### src/rtl/pc_seq_pkg.sv
// Shared types for the program-counter sequencer: FSM state encoding and PC mux selects.
package pc_seq_pkg;

    typedef enum logic [1:0] {
        ST_FETCH = 2'd0,
        ST_EXEC  = 2'd1,
        ST_INTR  = 2'd2
    } state_e;

    localparam logic [1:0] SEL_IMMED  = 2'd0;
    localparam logic [1:0] SEL_STACK  = 2'd1;
    localparam logic [1:0] SEL_VECTOR = 2'd2;
    localparam logic [1:0] SEL_ZERO   = 2'd3;

endpackage

### src/rtl/pc_seq_ctrl_fetch_wait_cnt.sv
// Counts instruction-memory wait cycles while the sequencer sits in FETCH.
module fetch_wait_cnt #(
    parameter int unsigned FETCH_WAIT = 0
) (
    input  logic clk_i,
    input  logic rst_i,
    input  logic en_i,
    output logic done_o
);

    localparam logic [1:0] LAST = FETCH_WAIT[1:0];

    logic [1:0] cnt_q, cnt_d;

    assign done_o = (cnt_q == LAST);

    // Restart from zero whenever FETCH is left or its final cycle is reached.
    always_comb begin
        cnt_d = 2'd0;
        if (en_i && !done_o) begin
            cnt_d = cnt_q + 2'd1;
        end
    end

    always_ff @(posedge clk_i or posedge rst_i) begin
        if (rst_i) begin
            cnt_q <= 2'd0;
        end else begin
            cnt_q <= cnt_d;
        end
    end

endmodule

### src/rtl/pc_seq_ctrl.sv
// Program-counter sequencer: FETCH/EXEC/INTR control strobes for PC, stack and IR.
// Interrupt support is present only when PC_SEQ_INT_EN is defined.
module pc_seq_ctrl
    import pc_seq_pkg::*;
#(
    parameter int unsigned FETCH_WAIT = 0
) (
    input  logic       CLK,
    input  logic       RST,
    input  logic       BRANCH_REQ,
    input  logic       COND_MET,
    input  logic       CALL_REQ,
    input  logic       RET_REQ,
    input  logic       INT_REQ,
    input  logic       IE,
    output logic [1:0] PC_MUX_SEL,
    output logic       PC_LD,
    output logic       PC_INC,
    output logic       SP_INCR,
    output logic       SP_DECR,
    output logic       PUSH_PC,
    output logic       I_CLR,
    output logic       FETCH_STB,
    output logic [1:0] DBG_STATE
);

    state_e state_q, state_d;
    logic   wait_done;
    logic   go_intr;

    fetch_wait_cnt #(
        .FETCH_WAIT(FETCH_WAIT)
    ) u_fetch_wait_cnt (
        .clk_i (CLK),
        .rst_i (RST),
        .en_i  (state_q == ST_FETCH),
        .done_o(wait_done)
    );

`ifdef PC_SEQ_INT_EN
    logic pend_q, pend_d;
    logic int_pend;

    // A request arriving in the same EXEC cycle counts as pending.
    assign int_pend = pend_q | INT_REQ;
    assign go_intr  = int_pend & IE;

    always_comb begin
        pend_d = int_pend;
        if (state_q == ST_EXEC && go_intr) begin
            pend_d = 1'b0;
        end
    end

    always_ff @(posedge CLK or posedge RST) begin
        if (RST) begin
            pend_q <= 1'b0;
        end else begin
            pend_q <= pend_d;
        end
    end
`else
    logic unused_int_in;
    assign unused_int_in = INT_REQ ^ IE;
    assign go_intr       = 1'b0;
`endif

    always_ff @(posedge CLK or posedge RST) begin
        if (RST) begin
            state_q <= ST_FETCH;
        end else begin
            state_q <= state_d;
        end
    end

    always_comb begin
        state_d    = state_q;
        PC_MUX_SEL = SEL_IMMED;
        PC_LD      = 1'b0;
        PC_INC     = 1'b0;
        SP_INCR    = 1'b0;
        SP_DECR    = 1'b0;
        PUSH_PC    = 1'b0;
        I_CLR      = 1'b0;
        FETCH_STB  = 1'b0;

        case (state_q)
            ST_FETCH: begin
                if (wait_done) begin
                    FETCH_STB = 1'b1;
                    state_d   = ST_EXEC;
                end
            end
            ST_EXEC: begin
                if (RET_REQ) begin
                    PC_MUX_SEL = SEL_STACK;
                    PC_LD      = 1'b1;
                    SP_INCR    = 1'b1;
                end else if (CALL_REQ) begin
                    PC_MUX_SEL = SEL_IMMED;
                    PC_LD      = 1'b1;
                    SP_DECR    = 1'b1;
                    PUSH_PC    = 1'b1;
                end else if (BRANCH_REQ && COND_MET) begin
                    PC_MUX_SEL = SEL_IMMED;
                    PC_LD      = 1'b1;
                end else begin
                    PC_INC = 1'b1;
                end
                state_d = go_intr ? ST_INTR : ST_FETCH;
            end
            ST_INTR: begin
                PC_MUX_SEL = SEL_VECTOR;
                PC_LD      = 1'b1;
                SP_DECR    = 1'b1;
                PUSH_PC    = 1'b1;
`ifdef PC_SEQ_INT_EN
                I_CLR      = 1'b1;
`endif
                state_d    = ST_FETCH;
            end
            default: begin
                state_d = ST_FETCH;
            end
        endcase

        // Reset is asynchronous, so the strobes are masked in the same cycle.
        if (RST) begin
            PC_MUX_SEL = SEL_ZERO;
            PC_LD      = 1'b0;
            PC_INC     = 1'b0;
            SP_INCR    = 1'b0;
            SP_DECR    = 1'b0;
            PUSH_PC    = 1'b0;
            I_CLR      = 1'b0;
            FETCH_STB  = 1'b0;
        end
    end

    assign DBG_STATE = state_q;

endmodule

### config.mk
export PLATFORM = sky130hd
export DESIGN_NAME = pc_seq_ctrl
export DESIGN_NICKNAME = d
export VERILOG_FILES = /design/src/rtl/pc_seq_pkg.sv /design/src/rtl/pc_seq_ctrl_fetch_wait_cnt.sv /design/src/rtl/pc_seq_ctrl.sv
export SDC_FILE = /design/constraint.sdc
export NUM_CORES = 1
export LEC_CHECK = 0
export CORE_AREA = 2 2 39 41
export DETAILED_ROUTE_END_ITERATION = 12
export DIE_AREA = 0 0 41 43
export PLACE_DENSITY = 0.47
export SLEW_MARGIN = 20
export SYNTH_ARGS = -nofsm -noshare
export SYNTH_HDL_FRONTEND = slang
export SYNTH_SLANG_ARGS = --single-unit
### constraint.sdc
create_clock -name CLK -period 1.3 [get_ports CLK]
set_clock_uncertainty 0.1 [all_clocks]
set_input_delay 0.39 -clock CLK [delete_from_list [all_inputs] [get_ports CLK]]
set_output_delay 0.39 -clock CLK [all_outputs]
set_load 0.01 [all_outputs]
== Yosys cells after proc, flatten, opt, wreduce, memory -nomap -nowiden ==
Cells that the tools add are included.
Operators by class
  $add $sub $neg: 1
  $mul: 0
  div/mod/pow operators: 0
  order comparisons: 0
  equality and inequality tests: 3
  shifts and indexed selects: 0
  mux-type cells: 26
  bitwise operators: 0
  reductions and logical operators: 5
Operators with widths (count)
  2-to-1 mux 1 bit: 19
  2-to-1 mux 2 bit: 4
  zero test 2 bit: 2
  one-hot mux 1 bit (2 select lines): 2
  one-hot mux 2 bit (2 select lines): 1
  adder 2 x 1 -> 2 bit (second input constant): 1
  equality test 2 x 1 -> 1 bit (second input constant): 1
  equality test 2 bit (second input constant): 1
  logical AND 1 bit: 2
  inequality test 2 bit (second input constant): 1
  zero test 1 bit: 1
Storage, ports and cells
  flip-flop bits (word level): 4
  bits in latches: 0
  memory bits (writable): 0
  bits in read-only memories: 0
  input bits: 8
  output and inout bits: 11
  memories: 0

== Depth between registers and ports, before layout ==
Gate-level depths: netlist of the first run.
  depth in word-level cells: 6
  mapped depth: 4

== By module ==
From an unflattened synthesis of the first run, not the netlist that was laid out.
Second synthesis, totals
  cell total of the unflattened synthesis: 26
  area, all modules: 247.7 µm²
Modules (own cells, without submodules)
  pc_seq_ctrl: times used 1, cells an instance 18, area each 152.6 µm², seq. area each 25.0 µm²
  fetch_wait_cnt: times used 1, cells an instance 8, area each 95.1 µm², seq. area each 50.0 µm²

== Worst setup path after synthesis of the first run ==
OpenSTA, ideal clock, no wires.
  kind: input port to output port
  from: in RST
  to: out SP_DECR
  arrival: 1.015 ns
  data required time: 0.810 ns
  setup slack: -0.205 ns
  stages on the path: 3
  buffers on the path: 1
  cell sequence: nand2b_2 -> nor3b_2 -> buf_4
On the way
  longest elaborated chain between the ends: 1
RTL lines
  start: declaration: RTL line pc_seq_ctrl.sv:9  | input logic RST,
  2-to-1 mux 1 bit
  end: declaration: RTL line pc_seq_ctrl.sv:20  | output logic SP_DECR,
Every way passes these cells.

== Worst setup path after layout of the first run ==
  from: reg u_fetch_wait_cnt.cnt_q[0]
  to: out FETCH_STB
On the way
  longest elaborated chain between the ends: 4
RTL lines
  start: declaration: RTL line pc_seq_ctrl_fetch_wait_cnt.sv:13  | logic [1:0] cnt_q, cnt_d;
  start signal: assignment: RTL line pc_seq_ctrl_fetch_wait_cnt.sv:29  | cnt_q <= cnt_d;
  zero test 2 bit: RTL line pc_seq_ctrl_fetch_wait_cnt.sv:15  | assign done_o = (cnt_q == LAST);
  2-to-1 mux 1 bit: RTL line pc_seq_ctrl.sv:89  | if (wait_done) begin
  2-to-1 mux 1 bit: RTL line pc_seq_ctrl.sv:87  | case (state_q)
  2-to-1 mux 1 bit: RTL line pc_seq_ctrl.sv:128  | if (RST) begin
  end: declaration: RTL line pc_seq_ctrl.sv:23  | output logic FETCH_STB,
Every way passes these cells.

==> results.md, run 1 <==
* Layout cell share with drive strength beyond 1 at 0.780
* Routability Congestion at 0.551
* Clk_lat worst skew at 230 ps
* Vias post-DR at 259
* Routed vias/inst at 3.92
* # Max-Cap Violations at 0
* Total wire length at 642 µm
* Arr. time, crit path at 1160 ps
* Root buffer cell: clkbuf_4
* First-pass GRT wire length at 1000 µm
* Final setup vio count at 8
* Initial antenna violation count at 0
* Finished Cell Area at 478 µm²
* Final WS setup at -351 ps
* # rows at 14
* Antenna diodes at 0
* Dominant cell type by area after synthesis: dfrtp_1
* Post-DRT Antenna Nets at 0
* Status: finished, violations left
* Total CTS buffers at 3
* IO buf count at 14
* Fmax at 606 MHz
* FFs w/ async S/R, synth at 1.00
* CTS clk-pin slew, worst paths at 30 ps
* Ratio of final minimum period to clock period at 1.27
* Largest family of logic cells by synthesized area: simple AND/OR/NAND/NOR gates
* Worst Path Max Fanout at 2
* Lkg Pwr at 0.243 nW
* Final HPWL DP at 445 µm
* Yosys top cell area share at 0.349
* Critical path capture point type: primary output
* Req. time, crit path at 810 ps
* Synth unique cells at 15
* Largest net degree at the start of global routing at 5
* P per Cell Area at 654 nW/µm²
* Residual overflow from global routing at 0
* I/O Pins at 19
* Synthesis-stage register bit count at 3
* Dpl ws at -955 ps
* Total track usage at 0.0896
* Maximum vdd drop at 351 µV
* Mapped Area at 215 µm²
* Count leader, synth: buf_4
* Die area at 1760 µm²
* Die width at 41 µm
* Top cells by count, synth: buf_4 (4), dfrtp_1 (3), inv_1 (3)
* Starting DRT DRC Count at 0
* Sequential-to-total area share from yosys stat at 0.349
* Area grow syn2layout at 122%
* H-tree level count at 1
* Avg Inst Size Synth at 8.97 µm²
* Synth Area in Adders at 0.0581
* Unrepaired setup endpoints after global routing: true
* CP Launch Type: register
* Synth Instances at 24
* Synth Area in Simple Gates at 0.326
* Clk sinks at 3
* Maximum root-to-sink buffer count at 2
* Tmin final at 1650 ps
* Post-Synth XOR/XNOR Area at 0
* CTS tree: built
* DIE HEIGHT at 43 µm
* 1st-pass router iterations at 1
* EDFF count, synth at 0
* Placed cell area at 394 µm²
* Ys Warns at 0
* Placeable Area at 1380 µm²
* Worst hold path type: in -> async
* Compound-Gate Fraction of Synth Area at 0.0581
* Failing checks: setup timing
* Final Hold Vio Count at 0
* Mux cell area share after synthesis at 0
* Initial Utilization at 0.156
* Top_reg_cell synth: dfrtp_1
* Routed len/inst at 9.73 µm
* Fin. max-slew vios at 0
* Critical path class: reg -> out
* Final nets at 60
* Ranking of synthesized cells by area: dfrtp_1 (35%), buf_4 (14%), a211oi_2 (5.8%), ha_1 (5.8%), nor2b_1 (5.8%)
* Drt drc at 0
* Vias in the first global route at 282
[placed cells by master (no fill, tap or decap), types with 2 or more instances in the layout]
cell / count
conb_1: 2
buf_2: 8
buf_4: 9
dfrtp_1: 2
inv_2: 2
clkbuf_4: 3
buf_6: 7
[worst max-delay path: stages, from the launching register on]
cell and delay [ps]:
dfrtp_1 380, inv_2 70, ha_4 130, nor2b_4 130, and2_4 140, buf_6 90
[metal layers]
metal,global-route usage,part of all wire,wire [µm],up-vias
met3,0.0366,0.12,80,0
met1,0.0714,0.27,171,124
met2,0.150,0.61,390,13
li1,-,-,-,122
met4,0.0800,0,0,0
met5,0,0,0,-
[cell families after synthesis]
logic type,after synthesis
AO/OA/AOI/OAI,1
adder cells (fa/ha/maj),1
buffers and inverters,7
flip-flops,3
other,1
AND/OR/NAND/NOR,11
[sequential cells by signal (all words and copies together) (netlist names)]
| name | flops |
|---|---|
| u_fetch_wait_cnt.cnt_q | 2 |
| DBG_STATE | 1 |
[where the power goes]
| group | switching [W] | internal (W) |
|---|---|---|
| Combinational | 0.0000287 | 0.0000337 |
| Sequential | 0 | 0.0000940 |
| Clock | 0.0000418 | 0.000115 |
| Total | 0.0000706 | 0.000242 |
[stage by stage]
step / std cells / total power (W) / setup TNS (ps) / hold WS (ps) / utilization
after floorplan: 25 / 0.000128 / -184 / 65.2 / -
after global placement: 55 / 0.000164 / -6970 / 315 / 0.285
after detailed placement: 55 / 0.000166 / -7080 / 327 / 0.285
after CTS: 63 / 0.000325 / -1660 / 53.1 / 0.316
after global routing: 66 / 0.000336 / -2050 / 77.1 / 0.345
final: 66 / 0.000313 / -1660 / 67.1 / 0.345
[what timing repair did]
item,4_1_cts,5_1_grt
hold buffers,0,0
gates resized for setup,64,4
endpoints found under the setup margin,9,8
setup buffers,4,3
pin swaps,5,1
[cell type report]
| type | instances | area [µm²] |
|---|---|---|
| fillers | 143 | 906 |
| repair buffers | 25 | 195 |
| multi-input cells | 15 | 149 |
| flip-flops and latches | 3 | 76.3 |
| clock buffers | 4 | 26.3 |
| well taps | 16 | 20.0 |
| inverters | 3 | 11.3 |
[path summary, 6_finish.rpt]
check | startpoint | end | slack (ps) | depth (start not counted)
max in group asynchronous | RST | DBG_STATE[0] | 930 | 3
min in group CLK | u_fetch_wait_cnt.cnt_q[0] | u_fetch_wait_cnt.cnt_q[0] | 350 | 1
min | RST | DBG_STATE[0] | 70 | 3
min reg2reg | u_fetch_wait_cnt.cnt_q[0] | u_fetch_wait_cnt.cnt_q[0] | 350 | 1
max | u_fetch_wait_cnt.cnt_q[0] | FETCH_STB | -350 | 5
max reg2reg | u_fetch_wait_cnt.cnt_q[0] | u_fetch_wait_cnt.cnt_q[1] | 50 | 6
Note: power is estimated with default switching activity, not from simulation.
==> inputs of run 2 (changes only) <==
Settings changed: PLACE_DENSITY 0.47 to 0.45, REMOVE_ABC_BUFFERS set to 1, SETUP_SLACK_MARGIN set to 0.4.
Clock period 1.3 ns to 1.7 ns, I/O delays scaled along.
==> run 2 against run 1 <==
Effect of this change: the run still ends with setup timing left; non-clock buffer count did not move; sequential share of layout area rose by 0.52 points; clock power fell by 21%; sequential cell count did not move; final area fell by 3.1%; register-to-register slack improved by 390 ps; worst setup slack improved by 250 ps; cell count did not move.
==> results.md, run 2 (synthesis results as in run 1) <==
* Arr. time, crit path at 1190 ps
* TNS Setup at -142 ps
* # Max-Cap Violations at 0
* Tmin final at 1800 ps
* Dpl ws at -833 ps
* CP Launch Type: register
* Final setup vio count at 3
* Ratio of final minimum period to clock period at 1.06
* Vias post-DR at 254
* Total track usage at 0.0846
* Maximum root-to-sink buffer count at 2
* Fmax at 556 MHz
* Tot Pwr at 0.000246 W
* Vias in the first global route at 258
* 1st-pass router iterations at 1
* Maximum vdd drop at 320 µV
* Post-DRT Antenna Nets at 0
* Layout cell share with drive strength beyond 1 at 0.740
* Most common cell after layout, fill and taps aside: buf_4
* Unrepaired setup endpoints after global routing: true
* I/O Pins at 19
* # rows at 14
* Max reg flops at 2
* Worst hold path type: in -> async
* Routed vias/inst at 3.85
* Die width at 41 µm
* Failing checks: setup timing
* Fin. max-slew vios at 0
* Clk_lat worst skew at 230 ps
* Root buffer cell: clkbuf_4
* Residual overflow from global routing at 0
* Starting DRT DRC Count at 0
* Initial antenna violation count at 0
* Cell-by-cell trace of the critical path: inv_1 > ha_2 > nor2b_4 > and2_4 > buf_6
* Final Hold Vio Count at 0
* Layout Utilization at 0.335
* Max incr delay on CP at 370 ps
* DIE HEIGHT at 43 µm
* Biggest register: u_fetch_wait_cnt.cnt_q
* Req. time, crit path at 1090 ps
* Reg2reg setup slack at 440 ps
* CTS clk-pin slew, worst paths at 40 ps
* R2R cell count at 6
* P per Cell Area at 532 nW/µm²
* H-tree level count at 1
* Final nets at 60
* Antenna diodes at 0
* Worst Path Max Fanout at 2
* Critical path class: reg -> out
* IO buf count at 14
* Critical path capture point type: primary output
* Routed len/inst at 10.3 µm
* First-pass GRT wire length at 938 µm
* Final HPWL DP at 499 µm
* Lkg Pwr at 0.243 nW
* Clk sinks at 3
* Most frequent cells in the layout: buf_4 (9), buf_6 (8), buf_2 (8), clkbuf_4 (3)
* Area grow syn2layout at 115%
* CTS tree: built
* Final WS setup at -98.2 ps
* RR Endpoint: u_fetch_wait_cnt.cnt_q[1]
* Slowest CP cell: dfrtp_1
* Routability Congestion at 0.527
* Total wire length at 678 µm
* Die area at 1760 µm²
* Placeable Area at 1380 µm²
* Worst R2R Start: u_fetch_wait_cnt.cnt_q[0]
* Largest net degree at the start of global routing at 5
* Drt drc at 0
* Status: finished, violations left
* Initial Utilization at 0.156
* Total CTS buffers at 3
[run 2: changes by cell type in the layout (fill, tap and decap cells not counted), sizes merged]
cell / previous run / this run
buf: 24 / 25
dlygate4sd2: 1 / 0
[run 2: metrics by stage]
step / instances / hold WS, ps / area, µm²
after floorplan: 21 / 182 / 189
after global placement: 58 / 315 / 402
after detailed placement: 58 / 329 / 402
after CTS: 65 / 240 / 435
after global routing: 66 / 255 / 463
final: 66 / 252 / 463
[run 2: how the worst max path moves through the flow]
stage	startpoint	endpoint	slack [ps]	depth (start not counted)
2_1_floorplan	RST	PUSH_PC	50	2
3_3_place_gp	RET_REQ	PC_INC	-790	4
3_5_place_dp	RET_REQ	PC_INC	-830	4
4_1_cts	u_fetch_wait_cnt.cnt_q[0]	FETCH_STB	-100	5
5_1_grt	u_fetch_wait_cnt.cnt_q[0]	FETCH_STB	-160	5
6_report	u_fetch_wait_cnt.cnt_q[0]	FETCH_STB	-100	5
[run 2: critical path: cells and delay by family (launching register included)]
kind                       cells  cell delay [ps]
DFF                            1              370
and+or+nand+nor                2              280
adders and majority gates      1              170
buffers and inverters          2              150
[run 2: area by class of cell]
type / count / area, µm²
fill: 151 / 921
multi-input combinational: 15 / 131
sequential: 3 / 76.3
clock buffer: 4 / 26.3
timing repair buffer: 25 / 198
inverter: 3 / 11.3
tap: 16 / 20.0
[run 2: power breakdown]
| group | internal [W] | switching (W) | total, W |
|---|---|---|---|
| clock | 0.0000879 | 0.0000352 | 0.000123 |
| combinational | 0.0000293 | 0.0000221 | 0.0000513 |
| sequential | 0.0000718 | 0 | 0.0000718 |
[run 2: metal layers]
metal | routed length, µm | global-route usage
met2 | 387 | 0.147
met5 | 0 | 0
met1 | 221 | 0.0617
met3 | 68 | 0.0314
met4 | 0 | 0.0800
[run 2: what timing repair did]
item / 4_1_cts / 5_1_grt
gates resized for setup: 69 / 4
pin swaps: 5 / 1
buffers inserted: 3 / 1
setup endpoints to repair: 9 / 9
cloned: 0 / 0
hold buffers: 0 / 0
==> inputs of run 3 (changes only) <==
Settings changed: CTS_CLUSTER_SIZE set to 12, SETUP_SLACK_MARGIN 0.4 to unset.
==> run 3 against run 2 <==
Effect of this change: global-route usage unchanged; utilization down 0.81 points; count of clock-buffer cells in the layout unchanged; worst hold slack better by 17 ps; die area unchanged; power down 1.1%; cell count unchanged; the flow still finishes with violations (setup timing); routed wire length down 4.0%; highest routed layer unchanged; critical path type unchanged; largest power group unchanged.
==> results.md, run 3 (synthesis results as in run 1) <==
* Drt drc at 0
* Post-DRT Antenna Nets at 0
* Final nets at 60
* Total CTS buffers at 3
* Critical path capture point type: primary output
* Reg2reg setup slack at 430 ps
* Biggest register: u_fetch_wait_cnt.cnt_q
* Final cell count without fillers at 66
* Routed vias/inst at 3.83
* Critical path class: reg -> out
* Die area at 1760 µm²
* Final Hold Vio Count at 0
* Req. time, crit path at 1090 ps
* Starting DRT DRC Count at 0
* Final setup vio count at 3
* Placeable Area at 1380 µm²
* R2R cell count at 6
* Crit path max-delay family: flip-flops
* Maximum vdd drop at 320 µV
* Dpl ws at -833 ps
* Initial antenna violation count at 0
* # rows at 14
* Max reg flops at 2
* Clk sinks at 3
* IO buf count at 14
* Layout cell share with drive strength beyond 1 at 0.700
* Most frequent cells in the layout: buf_4 (10), buf_2 (7), buf_6 (6), clkbuf_4 (3)
* Tot Pwr at 0.000243 W
* Fmax at 556 MHz
* P per Cell Area at 539 nW/µm²
* Maximum root-to-sink buffer count at 2
* Status: finished, violations left
* Failing checks: setup timing
* Slowest CP cell: dfrtp_1
* Buf+Inv Stages, Crit Path at 2
* Tmin final at 1800 ps
* Total track usage at 0.0846
* Total wire length at 651 µm
* Area grow syn2layout at 110%
* Fin. max-slew vios at 0
* CTS tree: built
* Worst Path Max Fanout at 2
* # Max-Cap Violations at 0
* Vias in the first global route at 258
* Antenna diodes at 0
* Max incr delay on CP at 370 ps
* CTS clk-pin slew, worst paths at 40 ps
* H-tree level count at 1
* Finished Cell Area at 452 µm²
* Worst hold path type: in -> async
* Initial Utilization at 0.156
* Most common cell after layout, fill and taps aside: buf_4
* Routability Congestion at 0.527
* I/O Pins at 19
* Dpl cells at 58
* Hold Buf Count CTS at 0
* Routed len/inst at 9.86 µm
* Clk_lat worst skew at 230 ps
* Crit. path cell count at 5
* Root buffer cell: clkbuf_4
* DIE HEIGHT at 43 µm
* Die width at 41 µm
* Arr. time, crit path at 1190 ps
* First-pass GRT wire length at 938 µm
* Vias post-DR at 253
* Largest net degree at the start of global routing at 5
* Final HPWL DP at 499 µm
* 1st-pass router iterations at 1
* Placed cell area at 402 µm²
* Cell-by-cell trace of the critical path: inv_1 > ha_2 > nor2b_4 > and2_4 > buf_6
* Final WS setup at -97.1 ps
* Unrepaired setup endpoints after global routing: true
* CP Launch Type: register
* Lkg Pwr at 0.242 nW
* Residual overflow from global routing at 0
* Ratio of final minimum period to clock period at 1.06
## run 3: area by class of cell
class	instances	area, µm²
tap	16	20.0
clock buffer	4	26.3
timing repair buffer	25	191
inverter	3	11.3
fill	152	932
sequential	3	76.3
multi-input combinational	15	126
## run 3: timing repair
| action | CTS | global route |
|---|---|---|
| setup endpoints to repair | 9 | 7 |
| hold endpoints to repair | 0 | 0 |
| pin swaps | 4 | 0 |
| buffers inserted | 3 | 1 |
| resized for setup | 62 | 4 |
## run 3: power breakdown
group	internal [W]	leakage, nW	switching, W	total (W)
clock network	0.0000878	0.0150	0.0000349	0.000123
logic	0.0000274	0.190	0.0000215	0.0000490
registers	0.0000718	0.0369	0	0.0000718
total	0.000187	0.242	0.0000564	0.000243
## run 3: through the flow
stage | hold WS [ps] | TNS [ps] | utilization
2_1_floorplan | 182 | 0 | -
3_3_place_gp | 315 | -5730 | 0.290
3_5_place_dp | 329 | -5890 | 0.290
4_1_cts | 257 | -187 | 0.314
5_1_grt | 273 | -452 | 0.326
6_report | 269 | -143 | 0.326
## run 3: path summary, 6_finish.rpt
| check | start | end |
|---|---|---|
| worst max-delay path | u_fetch_wait_cnt.cnt_q[0] | FETCH_STB |
| max in group asynchronous | RST | DBG_STATE[0] |
| worst min register to register | u_fetch_wait_cnt.cnt_q[0] | u_fetch_wait_cnt.cnt_q[0] |
| min in group CLK | u_fetch_wait_cnt.cnt_q[0] | u_fetch_wait_cnt.cnt_q[0] |
| worst min-delay path | RST | u_fetch_wait_cnt.cnt_q[1] |
| worst max register to register | u_fetch_wait_cnt.cnt_q[0] | u_fetch_wait_cnt.cnt_q[1] |
## run 3: worst reg2reg max path, stage by stage, from the launching register on
cell and delay [ps]:
dfrtp_1 330, inv_1 50, ha_2 170, buf_4 130
buf_4 120, buf_4 120, nor3b_1 170
## run 3: per-layer routing
metal | track usage | vias up | routed length, µm
li1 | - | 120 | -
met3 | 0.0314 | 0 | 69
met2 | 0.147 | 14 | 372
met5 | 0 | - | 0
met1 | 0.0617 | 119 | 209
met4 | 0.0800 | 0 | 0
